==> src/rtl/hash_func_pkg.sv <==
// Shared defaults and FSM state type for the cuckoo-hash index generator.
package hash_func_pkg;

  localparam int DEF_KEY_W   = 32;
  localparam int DEF_HASH_W  = 32;
  localparam int DEF_T1_SIZE = 11;
  localparam int DEF_T2_SIZE = 22;

  typedef enum logic [1:0] {
    IDLE,
    DIV1,
    DIV2,
    DONE
  } hash_state_e;

  // One extra bit so the shifted partial remainder never overflows before the compare.
  function automatic int rem_width(input int a, input int b);
    return $clog2((a > b) ? a : b) + 1;
  endfunction

endpackage

==> src/rtl/hash_func_seq_divider.sv <==
// Generic restoring shift-subtract divider: one quotient bit per cycle, DATA_W cycles.
// The first iteration happens on the start edge; done stays high until the next start.
module seq_divider #(
  parameter int DATA_W = 32,
  parameter int DIV_W  = 6
) (
  input  logic              clk,
  input  logic              rst_n,
  input  logic              start,
  input  logic [DATA_W-1:0] dividend,
  input  logic [DIV_W-1:0]  divisor,
  output logic              done,
  output logic [DATA_W-1:0] quotient,
  output logic [DIV_W-1:0]  remainder
);

  localparam int CNT_W = $clog2(DATA_W + 1);
  localparam logic [CNT_W-1:0] LAST = CNT_W'(DATA_W);

  logic [CNT_W-1:0]  count_q;
  logic              loaded_q;
  logic [DIV_W-1:0]  rem_q, dsr_q;
  logic [DATA_W-1:0] quo_q;
  logic [DIV_W-1:0]  src_rem, src_dsr, trial, rem_d;
  logic [DATA_W-1:0] src_quo, quo_d;

  // The divisor is captured at start so the caller may change it mid-run.
  always_comb begin
    src_rem = start ? '0 : rem_q;
    src_quo = start ? dividend : quo_q;
    src_dsr = start ? divisor : dsr_q;
    trial   = {src_rem[DIV_W-2:0], src_quo[DATA_W-1]};
    if (trial >= src_dsr) begin
      rem_d = trial - src_dsr;
      quo_d = {src_quo[DATA_W-2:0], 1'b1};
    end else begin
      rem_d = trial;
      quo_d = {src_quo[DATA_W-2:0], 1'b0};
    end
  end

  always_ff @(posedge clk or negedge rst_n) begin
    if (!rst_n) begin
      count_q  <= '0;
      loaded_q <= 1'b0;
      rem_q    <= '0;
      dsr_q    <= '0;
      quo_q    <= '0;
    end else if (start) begin
      count_q  <= CNT_W'(1);
      loaded_q <= 1'b1;
      rem_q    <= rem_d;
      dsr_q    <= divisor;
      quo_q    <= quo_d;
    end else if (loaded_q && count_q != LAST) begin
      count_q  <= count_q + CNT_W'(1);
      rem_q    <= rem_d;
      quo_q    <= quo_d;
    end
  end

  assign done      = loaded_q && (count_q == LAST);
  assign quotient  = quo_q;
  assign remainder = rem_q;

endmodule

==> src/rtl/hash_func.sv <==
// Cuckoo-hash index generator: hash1 = key % T1_SIZE, hash2 = (key / T1_SIZE) % T2_SIZE,
// computed by one shared sequential divider run twice.
module hash_func
  import hash_func_pkg::*;
#(
  parameter int KEY_W   = DEF_KEY_W,
  parameter int HASH_W  = DEF_HASH_W,
  parameter int T1_SIZE = DEF_T1_SIZE,
  parameter int T2_SIZE = DEF_T2_SIZE
) (
  input  logic              clock,
  input  logic              reset_n,
  input  logic [KEY_W-1:0]  key,
  input  logic              in_valid,
  output logic              in_ready,
  output logic [HASH_W-1:0] hash1,
  output logic [HASH_W-1:0] hash2,
  output logic              out_valid,
  output hash_state_e       state_dbg
);

  // Handshake: a key is taken on any rising edge with in_valid & in_ready; in_ready is
  // high only in IDLE, in_valid while busy is ignored, out_valid is a one-cycle pulse.
  localparam int REM_W = rem_width(T1_SIZE, T2_SIZE);

  hash_state_e       state_q, state_d;
  logic              div_start, div_done;
  logic [KEY_W-1:0]  div_dividend, div_quotient;
  logic [REM_W-1:0]  div_divisor, div_remainder, r1_q;

  assign in_ready  = (state_q == IDLE);
  assign state_dbg = state_q;

  always_comb begin
    state_d      = state_q;
    div_start    = 1'b0;
    div_dividend = key;
    div_divisor  = REM_W'(T1_SIZE);
    case (state_q)
      IDLE: begin
        if (in_valid) begin
          state_d   = DIV1;
          div_start = 1'b1;
        end
      end
      DIV1: begin
        // Second pass divides the first quotient by the table-2 size.
        div_dividend = div_quotient;
        div_divisor  = REM_W'(T2_SIZE);
        if (div_done) begin
          state_d   = DIV2;
          div_start = 1'b1;
        end
      end
      DIV2: begin
        div_divisor = REM_W'(T2_SIZE);
        if (div_done) state_d = DONE;
      end
      DONE:    state_d = IDLE;
      default: state_d = IDLE;
    endcase
  end

  always_ff @(posedge clock or negedge reset_n) begin
    if (!reset_n) begin
      state_q   <= IDLE;
      r1_q      <= '0;
      hash1     <= '0;
      hash2     <= '0;
      out_valid <= 1'b0;
    end else begin
      state_q   <= state_d;
      out_valid <= (state_q == DONE);
      if (state_q == DIV1 && div_done) r1_q <= div_remainder;
      if (state_q == DONE) begin
        hash1 <= HASH_W'(r1_q);
        hash2 <= HASH_W'(div_remainder);
      end
    end
  end

  seq_divider #(
    .DATA_W (KEY_W),
    .DIV_W  (REM_W)
  ) u_div (
    .clk       (clock),
    .rst_n     (reset_n),
    .start     (div_start),
    .dividend  (div_dividend),
    .divisor   (div_divisor),
    .done      (div_done),
    .quotient  (div_quotient),
    .remainder (div_remainder)
  );

endmodule

==> config.mk <==
export PLATFORM = sky130hd
export DESIGN_NAME = hash_func
export DESIGN_NICKNAME = d
export VERILOG_FILES = /design/src/rtl/hash_func_pkg.sv /design/src/rtl/hash_func_seq_divider.sv /design/src/rtl/hash_func.sv
export SDC_FILE = /design/constraint.sdc
export NUM_CORES = 1
export LEC_CHECK = 0
export CAP_MARGIN = 20
export CORE_UTILIZATION = 41
export CTS_CLUSTER_SIZE = 8
export DETAILED_ROUTE_END_ITERATION = 10
export GPL_TIMING_DRIVEN = 0
export PLACE_DENSITY = 0.65
export SLEW_MARGIN = 40
export SYNTH_ARGS = -nofsm -noshare
export SYNTH_HDL_FRONTEND = slang
export SYNTH_SLANG_ARGS = --single-unit
==> constraint.sdc <==
create_clock -name clock -period 4 [get_ports clock]
set_clock_uncertainty 0.05 [all_clocks]
set_input_delay 0.4 -clock clock [delete_from_list [all_inputs] [get_ports clock]]
set_output_delay 0.4 -clock clock [all_outputs]
set_load 0.01 [all_outputs]
==> results of run 1 <==
power by group through the flow:
stage,logic (mW),clock network [mW],registers (mW)
2_1_floorplan,1.25,0,1.21
3_3_place_gp,1.62,0,1.22
3_5_place_dp,1.68,0,1.23
4_1_cts,1.68,0.613,1.22
5_1_grt,1.88,0.639,1.26
6_report,1.67,0.593,1.22
critical path, cell delays in order, from the launching register on:
cell	delay [ns]
dfrtp_1	0.41
inv_1	0.11
ha_2	0.23
nand4_1	0.19
o21a_4	0.27
buf_2	0.23
nand2_1	0.10
o21ai_1	0.08
ha_1	0.24
fa_1	0.42
a21bo_2	0.24
a21oi_1	0.08
o21ai_2	0.23
a41oi_4	0.24
or4_1	0.52
nand3_1	0.08
cells in the final DEF (no fill, tap or decap), types with 8 or more instances in the layout:
master            n
dfrtp_1          72
buf_4            52
conb_1           52
clkdlybuf4s50_1  49
nand2_1          47
o21ai_0          35
mux2i_1          34
mux2_2           18
nor2_1           15
inv_1            13
a21oi_1          12
clkbuf_8         11
ha_1             10
clkbuf_1          8
nor2b_1           8
worst min-delay path by stage:
stage | cells after the start | slack [ns] | end | startpoint
floorplan | 0 | 0.05 | hash1[0] | reset_n
global placement | 2 | 0.41 | u_div.dsr_q[5] | u_div.dsr_q[5]
detailed placement | 1 | 0.25 | state_dbg[0] | reset_n
CTS | 2 | 0.44 | u_div.quotient[28] | u_div.quotient[28]
global route | 2 | 0.46 | u_div.dsr_q[4] | u_div.dsr_q[4]
finish | 2 | 0.43 | u_div.quotient[28] | u_div.quotient[28]
cells by family (layout without fill, tap and decap cells):
| family | after synthesis | count (layout) |
|---|---|---|
| buffers and inverters | 80 | 147 |
| other | 1 | 52 |
| AND/OR/NAND/NOR | 97 | 97 |
| adder cells (fa/ha/maj) | 12 | 12 |
| XOR/XNOR | 5 | 5 |
| flip-flops | 72 | 72 |
| AO/OA/AOI/OAI | 73 | 73 |
| multiplexers | 53 | 53 |
state kept, by name, summed over array words and instances (netlist names):
signal and count:
u_div.remainder 6, u_div.dsr_q 6, u_div.count_q 6, hash1 6
hash2 6, out_valid 1, u_div.loaded_q 1, r1_q 6
state_dbg 2, u_div.quotient 32
repair_timing:
| action | in CTS | in global routing |
|---|---|---|
| endpoints found under the hold margin | 29 | 0 |
| endpoints found under the setup margin | 4 | 5 |
| hold buffers | 1 | 0 |
| setup buffers | 0 | 0 |
| gates resized for setup | 1 | 3 |
per-layer routing:
metal	track usage	vias up
li1	-	1462
met1	0.1973	1367
met2	0.2655	73
met4	0.06020	0
met3	0.03329	12
met5	0	-
per-stage QoR:
stage                     cells  setup WS (ns)  utilization  area [µm²]  power [mW]
after global placement      623        -0.2592       0.5192        4843       2.849
after detailed placement    624        -0.3261       0.5223        4872       2.916
after global routing        640     -0.0003322       0.5455        5089       3.779
after CTS                   640        0.08479       0.5453        5086       3.517
final                       640         0.2202       0.5455        5089       3.485
after floorplan             444         0.3097            -        4182       2.458
layout make-up:
cell class,instances,area (µm²)
Clock buffer,12,155.1
Buffer,66,446.7
Timing Repair Buffer,52,539.3
Sequential cell,72,1802
Tap cell,129,161.4
Multi-Input combinational cell,292,1884
Clock inverter,4,51.30
Inverter,13,48.80
Fill cell,856,4239
==> impl_metrics.ini, run 1 <==
[outcome]
status = finished, final reports clean

[cts]
cts.clk_slew.worst_paths_ns = 0.08
clock-sinks = 72
clk_latency_ns = 0.34
cts_tree = yes
cts_made_buffers = 9
clockRootBuffer = clkbuf_8
clk_path_buf_depth = 2
h-tree-depth = 3

[yosys]
synth-seq-cells = 72
ys.flop_type = dfrtp_1
yosys_warnings = 0
yosys-top-cells-count = dfrtp_1 (72), buf_4 (52), nand2_1 (47)
synthMuxAreaShare = 0.1389
ys_top_cells_by_area = dfrtp_1 (45%), buf_4 (9.8%), mux2i_1 (8.5%)
synthAdderAreaFrac = 0.03951
synthArstFlopShare = 1.000
synth_xor_area_frac = 0.01098
synthCells = 393
synth_top_family_by_area = multiplexers
syn_area_per_cell_um2 = 10.15
ys_seq_area_frac = 0.4516
yosysTopAreaCell = dfrtp_1
yosys.cell_count.top_type = dfrtp_1
syn_area_um2 = 3990
synth-simple-area-share = 0.1157
synth_compound_area_frac = 0.1176
synth.distinct_cells = 48
synth_top_area_share = 0.4516
synth-edff-count = 0

[placed_design]
gp_congestion = 0.9089
portBuffers = 50
hpwl_um = 5666

[setup_path]
critical_path_arrival_ns = 4.01
cp_max_fo = 19
worstReg2RegEnd = u_div.remainder[2]
timing.rr.start = state_dbg[1]
required_ns = 4.23
crit_end = u_div.remainder[2]
endpoint_kind = register
worstRegToRegCells = 15
startpoint = state_dbg[1]
start_kind = register
crit_type = reg2reg
r2r_slack_ns = 0.22

[pwr]
leakage_nw = 2.573
swShare = 0.3758
switchingPower_mw = 1.310
ir_worst_vdd_v = 0.0002593
p_seq_frac = 0.351
clkPwrFrac = 0.170
power_density_nw_per_um2 = 685.0
intPower_mw = 2.176
comb_power_share = 0.479

[final_layout]
area_delta_synth_final_pct = 27.53
final_nets = 553
layout-drive-gt1-share = 0.1937
n_antenna_cell = 0

[timing]
setup_viol = 0
slew_violations = 0
hold_viol_final = 0
min_period_over_period = 0.9449
hold-worst-slack_ns = 0.4307
fmaxAchievable_mhz = 264.6
tns_ns = 0
slew_headroom = 0.4470
worst_slew_pin_slew_ns = 0.8257
period_minus_slack_ns = 3.780

[detailed_routing]
drtPass1Iterations = 4
drcViolationCount = 0
wirelength_um = 7435
wire_per_inst_um = 11.62
vias = 2914
first_iter_violations = 61
drt-vias-per-instance = 4.553
met1_length_um = 3482
dr_wl_met2_um = 3497
dr_wl_met3_um = 340
highest_layer = met4
ant_nets = 0

[global_routing]
grt_overflow_total = 0
grt_max_degree = 44
grt_pass1_vias = 2710
grt.total_usage = 0.1571
grt_pass1_wl_um = 12560
antenna_found_initial = 0

[floorplan]
die_x_um = 100.7
die_area_um2 = 10130
initial_core_util = 0.4278
die_y_um = 100.7
fp.coreArea_um2 = 9328
io_pins = 103
rows = 35

[min_path]
min_path_type = reg2reg

[job]
max_cap_violations = 0
Power figures use the tool's default switching activity.
==> run 2: changes to the inputs <==
Settings changed: CORE_UTILIZATION 41 to 25, PLACE_DENSITY 0.65 to 0.43, SKIP_CTS_REPAIR_TIMING set to 1.
==> run 2 against run 1 <==
Against the previous run: maximum frequency fell by 0.86%; critical endpoint unchanged; die area rose by 63%; first-iteration DRC count rose by 43%; highest routed layer unchanged.
==> impl_metrics.ini, run 2 (same netlist as run 1, synthesis figures left out) <==
[detailed_routing]
vias = 2943
first_iter_violations = 87
drcViolationCount = 0
ant_nets = 0
drtPass1Iterations = 4
drt-vias-per-instance = 4.059
wire_per_inst_um = 11.63
wirelength_um = 8432

[floorplan]
die_y_um = 128.3
fp.coreArea_um2 = 15370
rows = 45
initial_core_util = 0.2596
die_area_um2 = 16470
io_pins = 103
die_x_um = 128.3

[pwr]
leakage_nw = 2.641
power_density_nw_per_um2 = 710.1
p_total_mw = 3.792
ir_worst_vdd_v = 0.0002639

[final_layout]
final_common_cell = dfrtp_1
n_antenna_cell = 0
largest_reg_flops = 32
final_util = 0.3474
final_nets = 556
area_delta_synth_final_pct = 33.84
final_cell_mix = dfrtp_1 (71), buf_4 (54), conb_1 (52), clkdlybuf4s50_1 (49), nand2_1 (47)
layout-drive-gt1-share = 0.2043

[timing]
worst_slew_pin_slew_ns = 0.7219
min_period_over_period = 0.9532
setup_viol = 0
slew_headroom = 0.5187
period_minus_slack_ns = 3.813
fin_ws_ns = 0.1874
slew_violations = 0
fmaxAchievable_mhz = 262.3
hold_viol_final = 0

[cts]
cts.clk_slew.worst_paths_ns = 0.06
clk_latency_ns = 0.34
clockRootBuffer = clkbuf_16
cts_tree = yes
clock-sinks = 72
cts_made_buffers = 9
h-tree-depth = 3
clk_path_buf_depth = 2

[placed_design]
pre_cts_ws_ns = -0.3575
hpwl_um = 6244
portBuffers = 50
gp_congestion = 0.8238

[setup_path]
crit_type = reg2reg
path_depth = 16
critical_path.top_delay_family = compound AO/OA/AOI/OAI gates
required_ns = 4.22
endpoint_kind = register
path_buf_inv = 3
worstPathCellList = inv_1 > ha_1 > nand4_1 > o21a_4 > clkbuf_4 > clkbuf_4 > nand2_1 > o21ai_1 > ha_1 > fa_1 > a21bo_2 > a21oi_1 > o21ai_2 > a41oi_4 > or4_1 > nand3_1
worstRegToRegCells = 16
critPathMaxStageDelay_ns = 0.51
cp_max_fo = 10
start_kind = register
critical_path_arrival_ns = 4.03
cp_slowest_cell = or4_1

[job]
max_cap_violations = 0

[global_routing]
use_met2 = 0.1679
grt.total_usage = 0.1087
grt_pass1_vias = 2772
grt_overflow_total = 0
grt_pass1_wl_um = 13980
top_usage_layer = met2
met3_usage = 0.03617
grt_max_degree = 55
use_met1 = 0.1413
antenna_found_initial = 0

[outcome]
status = finished, final reports clean

[min_path]
min_path_type = in2async
==> run 2: cell types whose count changed in the layout (fill, tap and decap cells not counted), moves of 2 or more <==
cell       change
buf_4          +2
clkbuf_16      +9
clkbuf_8      -11
clkbuf_4       +2
clkinv_2       +2
==> run 2: cell type report <==
class / count / area, µm²
fill: 1611 / 10030
multi-input combinational: 292 / 1901
sequential: 72 / 1803
timing repair buffer: 54 / 554.3
buffer: 67 / 456.7
tap: 211 / 264.0
clock buffer: 10 / 229.0
clock inverter: 6 / 83.83
inverter: 13 / 48.80
==> run 2: layer usage <==
metal,wire (µm),share of wire
met5,0,0
met4,113,0.013
met3,507,0.060
met2,3914,0.46
met1,3897,0.46
==> run 2: per-stage QoR <==
step           cells  hold WS, ns  instance area, µm²  TNS [ns]
6_report         725       0.4162                5340         0
3_5_place_dp     706       0.2071                4975    -1.258
4_1_cts          722      -0.1541                5288   -0.9586
5_1_grt          725       0.4332                5340  -0.02656
3_3_place_gp     705       0.4093                4946    -18.30
2_1_floorplan    444      0.05441                4182         0
==> run 2: path summary, 6_finish.rpt <==
path                                      end              from  slack (ns)
setup / recovery           u_div.remainder[2]  u_div.count_q[0]        0.19
hold / removal             u_div.quotient[17]           reset_n        0.42
setup reg to reg           u_div.remainder[2]  u_div.count_q[0]        0.19
hold reg to reg                u_div.dsr_q[5]    u_div.dsr_q[5]        0.42
max in group asynchronous        state_dbg[0]           reset_n        2.95
min in group clock             u_div.dsr_q[5]    u_div.dsr_q[5]        0.42
==> run 2: report_power, final <==
part           leakage, nW  switching [mW]  total (mW)  internal [mW]
Clock                0.156           0.306       0.849          0.544
Combinational         1.61           0.866        1.71          0.846
Sequential           0.879           0.191        1.23           1.04
